$ cat config.mk
export PLATFORM = sky130hd
export DESIGN_NAME = nanorisc_trace_buffer
export DESIGN_NICKNAME = d
export VERILOG_FILES = /design/src/rtl/nanorisc_trace_pkg.sv /design/src/rtl/nanorisc_trace_ram.sv /design/src/rtl/nanorisc_trace_buffer.sv
export SDC_FILE = /design/constraint.sdc
export NUM_CORES = 1
export LEC_CHECK = 0
export BUFFER_PORTS_ARGS = -buffer_cell sky130_fd_sc_hd__buf_2
export CAP_MARGIN = 20
export CORE_MARGIN = 2
export CORE_UTILIZATION = 55
export CTS_CLUSTER_DIAMETER = 30
export DETAILED_ROUTE_END_ITERATION = 6
export HOLD_SLACK_MARGIN = 0.02
export PLACE_DENSITY = 0.72
export RECOVER_POWER = 50
export SYNTH_ARGS = -nofsm -noshare
export SYNTH_HDL_FRONTEND = slang
export SYNTH_HIERARCHICAL = 1
export SYNTH_SLANG_ARGS = --single-unit
export TNS_END_PERCENT = 30
$ cat constraint.sdc
create_clock -name i_clock -period 7.1 [get_ports i_clock]
set_input_delay 1.42 -clock i_clock [delete_from_list [all_inputs] [get_ports i_clock]]
set_output_delay 1.42 -clock i_clock [all_outputs]
set_load 0.05 [all_outputs]
$ cat src/rtl/nanorisc_trace_pkg.sv
// nanorisc_trace_pkg: shared state encodings and entry-width helper for the trace buffer
package nanorisc_trace_pkg;
  typedef enum logic [1:0] {S_IDLE = 2'd0, S_ARMED = 2'd1, S_POST = 2'd2, S_READ = 2'd3} state_t;
  // Entry layout, MSB to LSB: {stamp, pc, instr, ctrl}
  function automatic int entry_w(input int s, input int a, input int i, input int c);
    return s + a + i + c;
  endfunction
endpackage

$ cat src/rtl/nanorisc_trace_ram.sv
// nanorisc_trace_ram: DEPTH x W storage, one synchronous write port, one asynchronous read port
module nanorisc_trace_ram #(
  parameter int DEPTH = 16,
  parameter int W     = 40
) (
  input  logic                     i_clock,
  input  logic                     i_we,
  input  logic [$clog2(DEPTH)-1:0] i_waddr,
  input  logic [W-1:0]             i_wdata,
  input  logic [$clog2(DEPTH)-1:0] i_raddr,
  output logic [W-1:0]             o_rdata
);
  logic [W-1:0] r_mem [DEPTH];
  always_ff @(posedge i_clock)
    if (i_we) r_mem[i_waddr] <= i_wdata;
  assign o_rdata = r_mem[i_raddr];
endmodule

$ cat src/rtl/nanorisc_trace_buffer.sv
// nanorisc_trace_buffer: triggered circular execution tracer with oldest-first valid/ready replay
module nanorisc_trace_buffer
  import nanorisc_trace_pkg::*;
#(
  parameter int ADDR_W     = 8,
  parameter int INSTR_W    = 8,
  parameter int CTRL_W     = 8,
  parameter int STAMP_W    = 16,
  parameter int DEPTH      = 16,
  parameter int POST_COUNT = 8
) (
  input  logic                                        i_clock,
  input  logic                                        i_reset,
  input  logic                                        i_sample_en,
  input  logic [ADDR_W-1:0]                           i_pc,
  input  logic [INSTR_W-1:0]                          i_instr,
  input  logic [CTRL_W-1:0]                           i_ctrl,
  input  logic                                        i_arm,
  input  logic                                        i_abort,
  input  logic                                        i_trig_en,
  input  logic [ADDR_W-1:0]                           i_trig_pc,
  input  logic                                        i_force_trig,
  output logic                                        o_rd_valid,
  input  logic                                        i_rd_ready,
  output logic [STAMP_W+ADDR_W+INSTR_W+CTRL_W-1:0]    o_rd_data,
  output logic                                        o_rd_last,
  output logic [1:0]                                  o_state,
  output logic [STAMP_W-1:0]                          o_cycle_count
);
  localparam int E  = entry_w(STAMP_W, ADDR_W, INSTR_W, CTRL_W);
  localparam int AW = $clog2(DEPTH);
  localparam int FW = AW + 1;
  state_t r_state, w_next;
  logic [AW-1:0] r_wr_ptr, r_rd_ptr;
  logic [FW-1:0] r_fill, r_rem, r_post;
  logic r_rd_valid;
  logic [STAMP_W-1:0] r_cycle;
  logic [E-1:0] w_rdata;
  logic w_we, w_trig, w_xfer;
  assign w_we   = (r_state == S_ARMED || r_state == S_POST) && i_sample_en && !i_abort;
  assign w_trig = r_state == S_ARMED && i_sample_en && ((i_trig_en && i_pc == i_trig_pc) || i_force_trig);
  assign w_xfer = r_rd_valid && i_rd_ready;
  nanorisc_trace_ram #(.DEPTH(DEPTH), .W(E)) u_ram (
    .i_clock (i_clock),
    .i_we    (w_we),
    .i_waddr (r_wr_ptr),
    .i_wdata ({r_cycle, i_pc, i_instr, i_ctrl}),
    .i_raddr (r_rd_ptr),
    .o_rdata (w_rdata)
  );
  always_comb begin
    w_next = r_state;
    case (r_state)
      S_IDLE:  w_next = i_arm ? S_ARMED : S_IDLE;
      S_ARMED: w_next = w_trig ? (POST_COUNT == 0 ? S_READ : S_POST) : S_ARMED;
      S_POST:  w_next = (i_sample_en && r_post == FW'(1)) ? S_READ : S_POST;
      S_READ:  w_next = (w_xfer && r_rem == FW'(1)) ? S_IDLE : S_READ;
      default: w_next = S_IDLE;
    endcase
    if (i_abort) w_next = S_IDLE;
  end
  always_ff @(posedge i_clock)
    if (i_reset) r_state <= S_IDLE;
    else r_state <= w_next;
  always_ff @(posedge i_clock) begin
    if (i_reset) begin
      r_wr_ptr   <= '0;
      r_rd_ptr   <= '0;
      r_fill     <= '0;
      r_rem      <= '0;
      r_post     <= '0;
      r_rd_valid <= 1'b0;
      r_cycle    <= '0;
    end else begin
      r_cycle <= r_cycle + STAMP_W'(1);
      if (r_state == S_IDLE && i_arm && !i_abort) r_fill <= '0;
      if (w_we) begin
        r_wr_ptr <= r_wr_ptr + AW'(1);
        r_fill   <= (r_fill == FW'(DEPTH)) ? r_fill : r_fill + FW'(1);
      end
      if (w_trig) r_post <= FW'(POST_COUNT);
      else if (w_we && r_state == S_POST) r_post <= r_post - FW'(1);
      // Window start is loaded one cycle after entering READ, once the final store has landed
      if (i_abort) begin
        r_rd_valid <= 1'b0;
        r_rem      <= '0;
      end else if (r_state == S_READ && !r_rd_valid) begin
        r_rd_ptr   <= r_wr_ptr - r_fill[AW-1:0];
        r_rem      <= r_fill;
        r_rd_valid <= 1'b1;
      end else if (w_xfer) begin
        r_rd_ptr   <= r_rd_ptr + AW'(1);
        r_rem      <= r_rem - FW'(1);
        r_rd_valid <= r_rem != FW'(1);
      end
    end
  end
  assign o_rd_valid    = r_rd_valid;
  assign o_rd_data     = r_rd_valid ? w_rdata : '0;
  assign o_rd_last     = r_rd_valid && r_rem == FW'(1);
  assign o_state       = r_state;
  assign o_cycle_count = r_cycle;
endmodule

After elaboration in Yosys (flattened, before gate mapping):

Memory sizes are Yosys's and may differ from the RTL's. A register that Yosys moved wholly into a read port is not among the register bits.
Cells that the tools add are included.

* multiplexer cells: 21
* $add $sub $neg: 7
* equality and inequality tests: 9
* bitwise logic cells: 1
* reduce and logical (&&, ||, !) cells: 25

Operator list (count)
* $mux W40: 1
* $mux W5: 5
* $mux W4: 6
* $add A16 B1 Y16 const B: 1
* $logic_and A1 B1 Y1: 13
* $eq A5 B1 Y1 const B: 2
* $sub A5 B1 Y5 const B: 2
* $add A4 B1 Y4 const B: 2
* $eq A8 B8 Y1: 1
* $pmux W2 S4: 1
* $mux W1: 6
* $reduce_bool A2 Y1: 3
* $add A5 B1 Y5 const B: 1
* $eq A5 B5 Y1 const B: 1
* $ne A5 B1 Y1 const B: 1
* $eq A2 B2 Y1 const B: 2
* $mux W2: 2
* $reduce_and A2 Y1: 2
* $reduce_or A2 Y1: 2
* $sub A4 B4 Y4: 1
* $eq A2 B1 Y1 const B: 1
* $logic_not A1 Y1: 2
* $logic_not A2 Y1: 1
* $logic_or A1 B1 Y1: 2
* 2 further kinds: 2

* bits in registers: 42
* memories kept: 1
* logic and storage cells: 73
* bits of input ports: 40
* output and inout bits: 60
* bits in writable memories: 640

Memories
* u_ram.r_mem: depth 16, bits a word 40, rd ports 1, clocked after memory_dff 1, wr ports 1, line nanorisc_trace_ram.sv:13 `logic [W-1:0] r_mem [DEPTH];`

Logic depth before layout (Yosys ltp):

* depth after elaboration: 7
* gate-level depth with buffers: 7
* depth with buffers taken out: 7

Cells and area by module:

The synthesis kept the hierarchy.

By module, submodules not included
* nanorisc_trace_ram: area an instance 24330.8 um^2, cells each 1000, instances 1, sequential area each 19218.4 um^2
* nanorisc_trace_buffer: area an instance 2626.3 um^2, cells each 321, instances 1, sequential area each 840.8 um^2

Worst setup path before layout:

No wires, ideal clock.

* path kind: input to register
* start: in i_sample_en
* end: mem u_ram.r_mem[0][0], enable pin
* required time: 6.613 ns
* arrival: 5.141 ns
* buffers on the path: 1
* library setup time: 0.487 ns
* setup slack: 1.472 ns
* stages on the path: 5
* cell sequence: buf_2 -> nand3b_1 -> clkinv_1 -> or3b_2 -> nor3_1

* word-level cells in the longest chain between the ends: 4

Ends and longest elaborated chain
* from (decl): line nanorisc_trace_buffer.sv:14 `input logic i_sample_en,`
* $logic_and A1 B1 Y1 (2 in a row): line nanorisc_trace_buffer.sv:40 `assign w_we = (r_state == S_ARMED || r_state == S_POST) && i_sample_en && !i_abort;`
* named net w_we: line nanorisc_trace_buffer.sv:39 `logic w_we, w_trig, w_xfer;`
* $mux W1: line nanorisc_trace_ram.sv:15 `if (i_we) r_mem[i_waddr] <= i_wdata;`
* $mux W1 (not written as such): line nanorisc_trace_ram.sv:15
* to (decl): line nanorisc_trace_ram.sv:13

The timed path passes the listed nets, and every way through them passes these cells.

==> reports/metrics.cfg <==
[critical_path]
startpoint_type=register
crit_family=flip-flops
crit_required_ns=5.68
arrival_ns=3.64
critical_path.slowest_cell=dfxtp_4
crit_chain=buf_4 -> mux4_1 -> a22oi_1 -> nand2_1 -> and2_1 -> buf_2
endpoint_kind=primary output
worstPathMaxFanout=52
critPathKind=register to primary output
path_buf_inv=2
critPathMaxStageDelay_ns=1.00

[clocking]
cts_resized=0
ctsHoldBuffers=0
cts.path.max_buffers=3
cts_tree=done
clockRootBuffer=clkbuf_16
cts_sinks=682
numCtsBuffers=117
post_cts_buffers=0
clk_pin_slew_worst_paths_ns=0.05
htree_levels=3
clkLatencyLatePin_ns=0.65

[run_status]
violations=max-capacitance violations, max-slew violations
status=finished, violations left

[global_route]
grt_pass1_vias=14525
grt_pass1_wl_mm=89.9
antenna_found_initial=1
grt.total_usage=0.244
overflow=0
grt_max_degree=121

[timing]
tns_ns=0
period_minus_slack_ns=5.06
setup_ws_ns=2.04
worst_pin_slew_ns=1.63
slew_violations=35
setup_violations=0
finalHoldViolations=0
relSlewSlack=-0.0885
fin_crit_sh=0.713
rsz0062_at_grt=false
fin_skew_ns=0.0221
clock.fmax_ghz=0.198

[synth]
ys_warn_count=6
synth_top_cell_by_area=edfxtp_1
synth_top_area_share=0.713
synth_top_family_by_area=multiplexers
yosysUniqueCellTypes=57
muxShareOfSynthArea=0.143
syn_inst=1321
synthTopCellsByArea=edfxtp_1 (71%), mux4_2 (8.4%), mux4_1 (5.8%), dfxtp_1 (3.1%), a22oi_1 (2.3%)
synth_compound_area_frac=0.0345
synth.cell_area_um2=27000
seq_area_frac_synth=0.744
synth-seq-cells=682
synth_flop_cell=edfxtp_1
synth_most_common_cell=edfxtp_1
async_reset_ff_frac=0
synthAdderAreaFrac=0.00817
synth_xor_area_frac=0.0101
synthSimpleGateAreaFrac=0.0408
synth.top_cells.by_count=edfxtp_1 (640), mux4_2 (100), a22oi_1 (81), mux4_1 (60), nand2_1 (55)
syn_avg_cell_area_um2=20.4
synth_fp_nets=1378
synth_edf_count=640

[floorplanning]
rows=81
die_w_um=225
start_util=0.554
ioPinCount=100
die-area_um2=50800
die_h_um=225
core_area_um2=48600

[detailed_routing]
drcViolationCount=0
wl_per_cell_um=27.3
drt-total-wl_mm=60.7
vias=13932
drt_first_iter_violations=1222
drt_pre_antenna_iters=5
via_per_inst=6.26
ant_nets=0

[pwr]
leakage_nw=10.6
power.density_nw_per_um2=317
vdd_drop_max_mv=0.210
finalPower_mw=10.2

[worst_hold_path]
hp-class=register to register

[placed_design]
post-place-ws_ns=2.68
portBuffers=99
post-dp-hpwl_mm=29.1
gpl.final_weighted_congestion=0.762

[finish]
drive_gt1_frac=0.266
area_delta_synth_final_pct=19.5
fillerInstances=3030
diodes=0
fin_nets=1559

[flow_run]
maxCapViolCount=1

-- final cells by class --
| cell class | count | area, um^2 | share of cell area |
|---|---|---|---|
| Tap cell | 622 | 778 | 0.0241 |
| Multi-Input combinational cell | 555 | 6480 | 0.201 |
| Timing Repair Buffer | 130 | 724 | 0.0225 |
| Inverter | 16 | 60.1 | 0.00186 |
| Clock inverter | 89 | 1020 | 0.0315 |
| Clock buffer | 133 | 3100 | 0.0963 |
| Sequential cell | 682 | 20100 | 0.623 |
-- registers in the layout, summed over array words and instances (netlist names) --
name           flops
o_cycle_count     16
o_rd_valid         1
o_state            2
r_fill             5
r_post             5
r_rd_ptr           4
r_rem              5
r_wr_ptr           4
u_ram/r_mem      640
-- per-layer routing --
metal	share of wire	GRT usage	routed length (um)	vias to the layer above
met5	0	0	0	-
met4	0.025	0.0944	1520	0
met3	0.074	0.0490	4520	100
met2	0.50	0.394	30100	668
met1	0.41	0.332	24600	7264
li1	-	-	-	5900
-- report_power, final --
| part | switching, mW | internal (mW) | total [mW] |
|---|---|---|---|
| Combinational | 0.0664 | 0.0221 | 0.0885 |
| Sequential | 0.0110 | 4.39 | 4.40 |
| Clock | 1.96 | 3.77 | 5.73 |
-- logic make-up after synthesis --
| family | after synthesis |
|---|---|
| AND/OR/NAND/NOR | 214 |
| AO/OA/AOI/OAI | 131 |
| multiplexers | 162 |
| XOR/XNOR | 31 |
| flip-flops | 682 |
| adder cells (fa/ha/maj) | 17 |
| buffers and inverters | 84 |
-- per-stage QoR --
| step | util | instances | cell area (um^2) | hold WS [ns] |
|---|---|---|---|---|
| final | 0.662 | 2227 | 32200 | 0.505 |
| after floorplan | - | 1321 | 27000 | 0.455 |
| after CTS | 0.664 | 2227 | 32300 | 0.503 |
| after global routing | 0.662 | 2227 | 32200 | 0.539 |
| after detailed placement | 0.579 | 2005 | 28200 | 0.494 |
| after global placement | 0.579 | 2003 | 28200 | 0.480 |
-- worst min-delay path, cell delays in order (launching register included) --
cell,delay (ns)
dfxtp_1,0.33
nand2_1,0.06
mux2i_1,0.06
-- path summary, 6_finish.rpt --
check	start	end	slack (ns)	cells after the start
worst max-delay path	r_rd_ptr[0]$_SDFFE_PP0P_	o_rd_data[19]	2.04	6
worst min-delay path	r_fill[4]$_SDFFE_PP0P_	r_fill[4]$_SDFFE_PP0P_	0.51	2
worst max register to register	o_state[0]$_SDFF_PP0_	u_ram/r_mem[15][36]$_DFFE_PP_	3.63	7
worst min register to register	r_fill[4]$_SDFFE_PP0P_	r_fill[4]$_SDFFE_PP0P_	0.51	2
-- cell usage in the layout, fill, tap and decap left out, types with 13 or more instances in the layout --
| cell | n |
|---|---|
| a22oi_1 | 81 |
| bufinv_16 | 17 |
| mux4_2 | 100 |
| nor2_1 | 35 |
| xor2_1 | 15 |
| clkinvlp_4 | 14 |
| xnor2_1 | 16 |
| dfxtp_1 | 39 |
| and2_1 | 43 |
| clkinv_4 | 13 |
| clkbuf_16 | 122 |
| nand2_1 | 55 |
| ha_1 | 16 |
| a21oi_1 | 15 |
| clkbuf_1 | 37 |
| buf_2 | 73 |
| mux4_1 | 60 |
| edfxtp_1 | 640 |
| inv_1 | 15 |
| buf_4 | 26 |
| clkinv_2 | 23 |
| nand3_1 | 13 |
No activity file was read; power rests on OpenSTA's default activity.
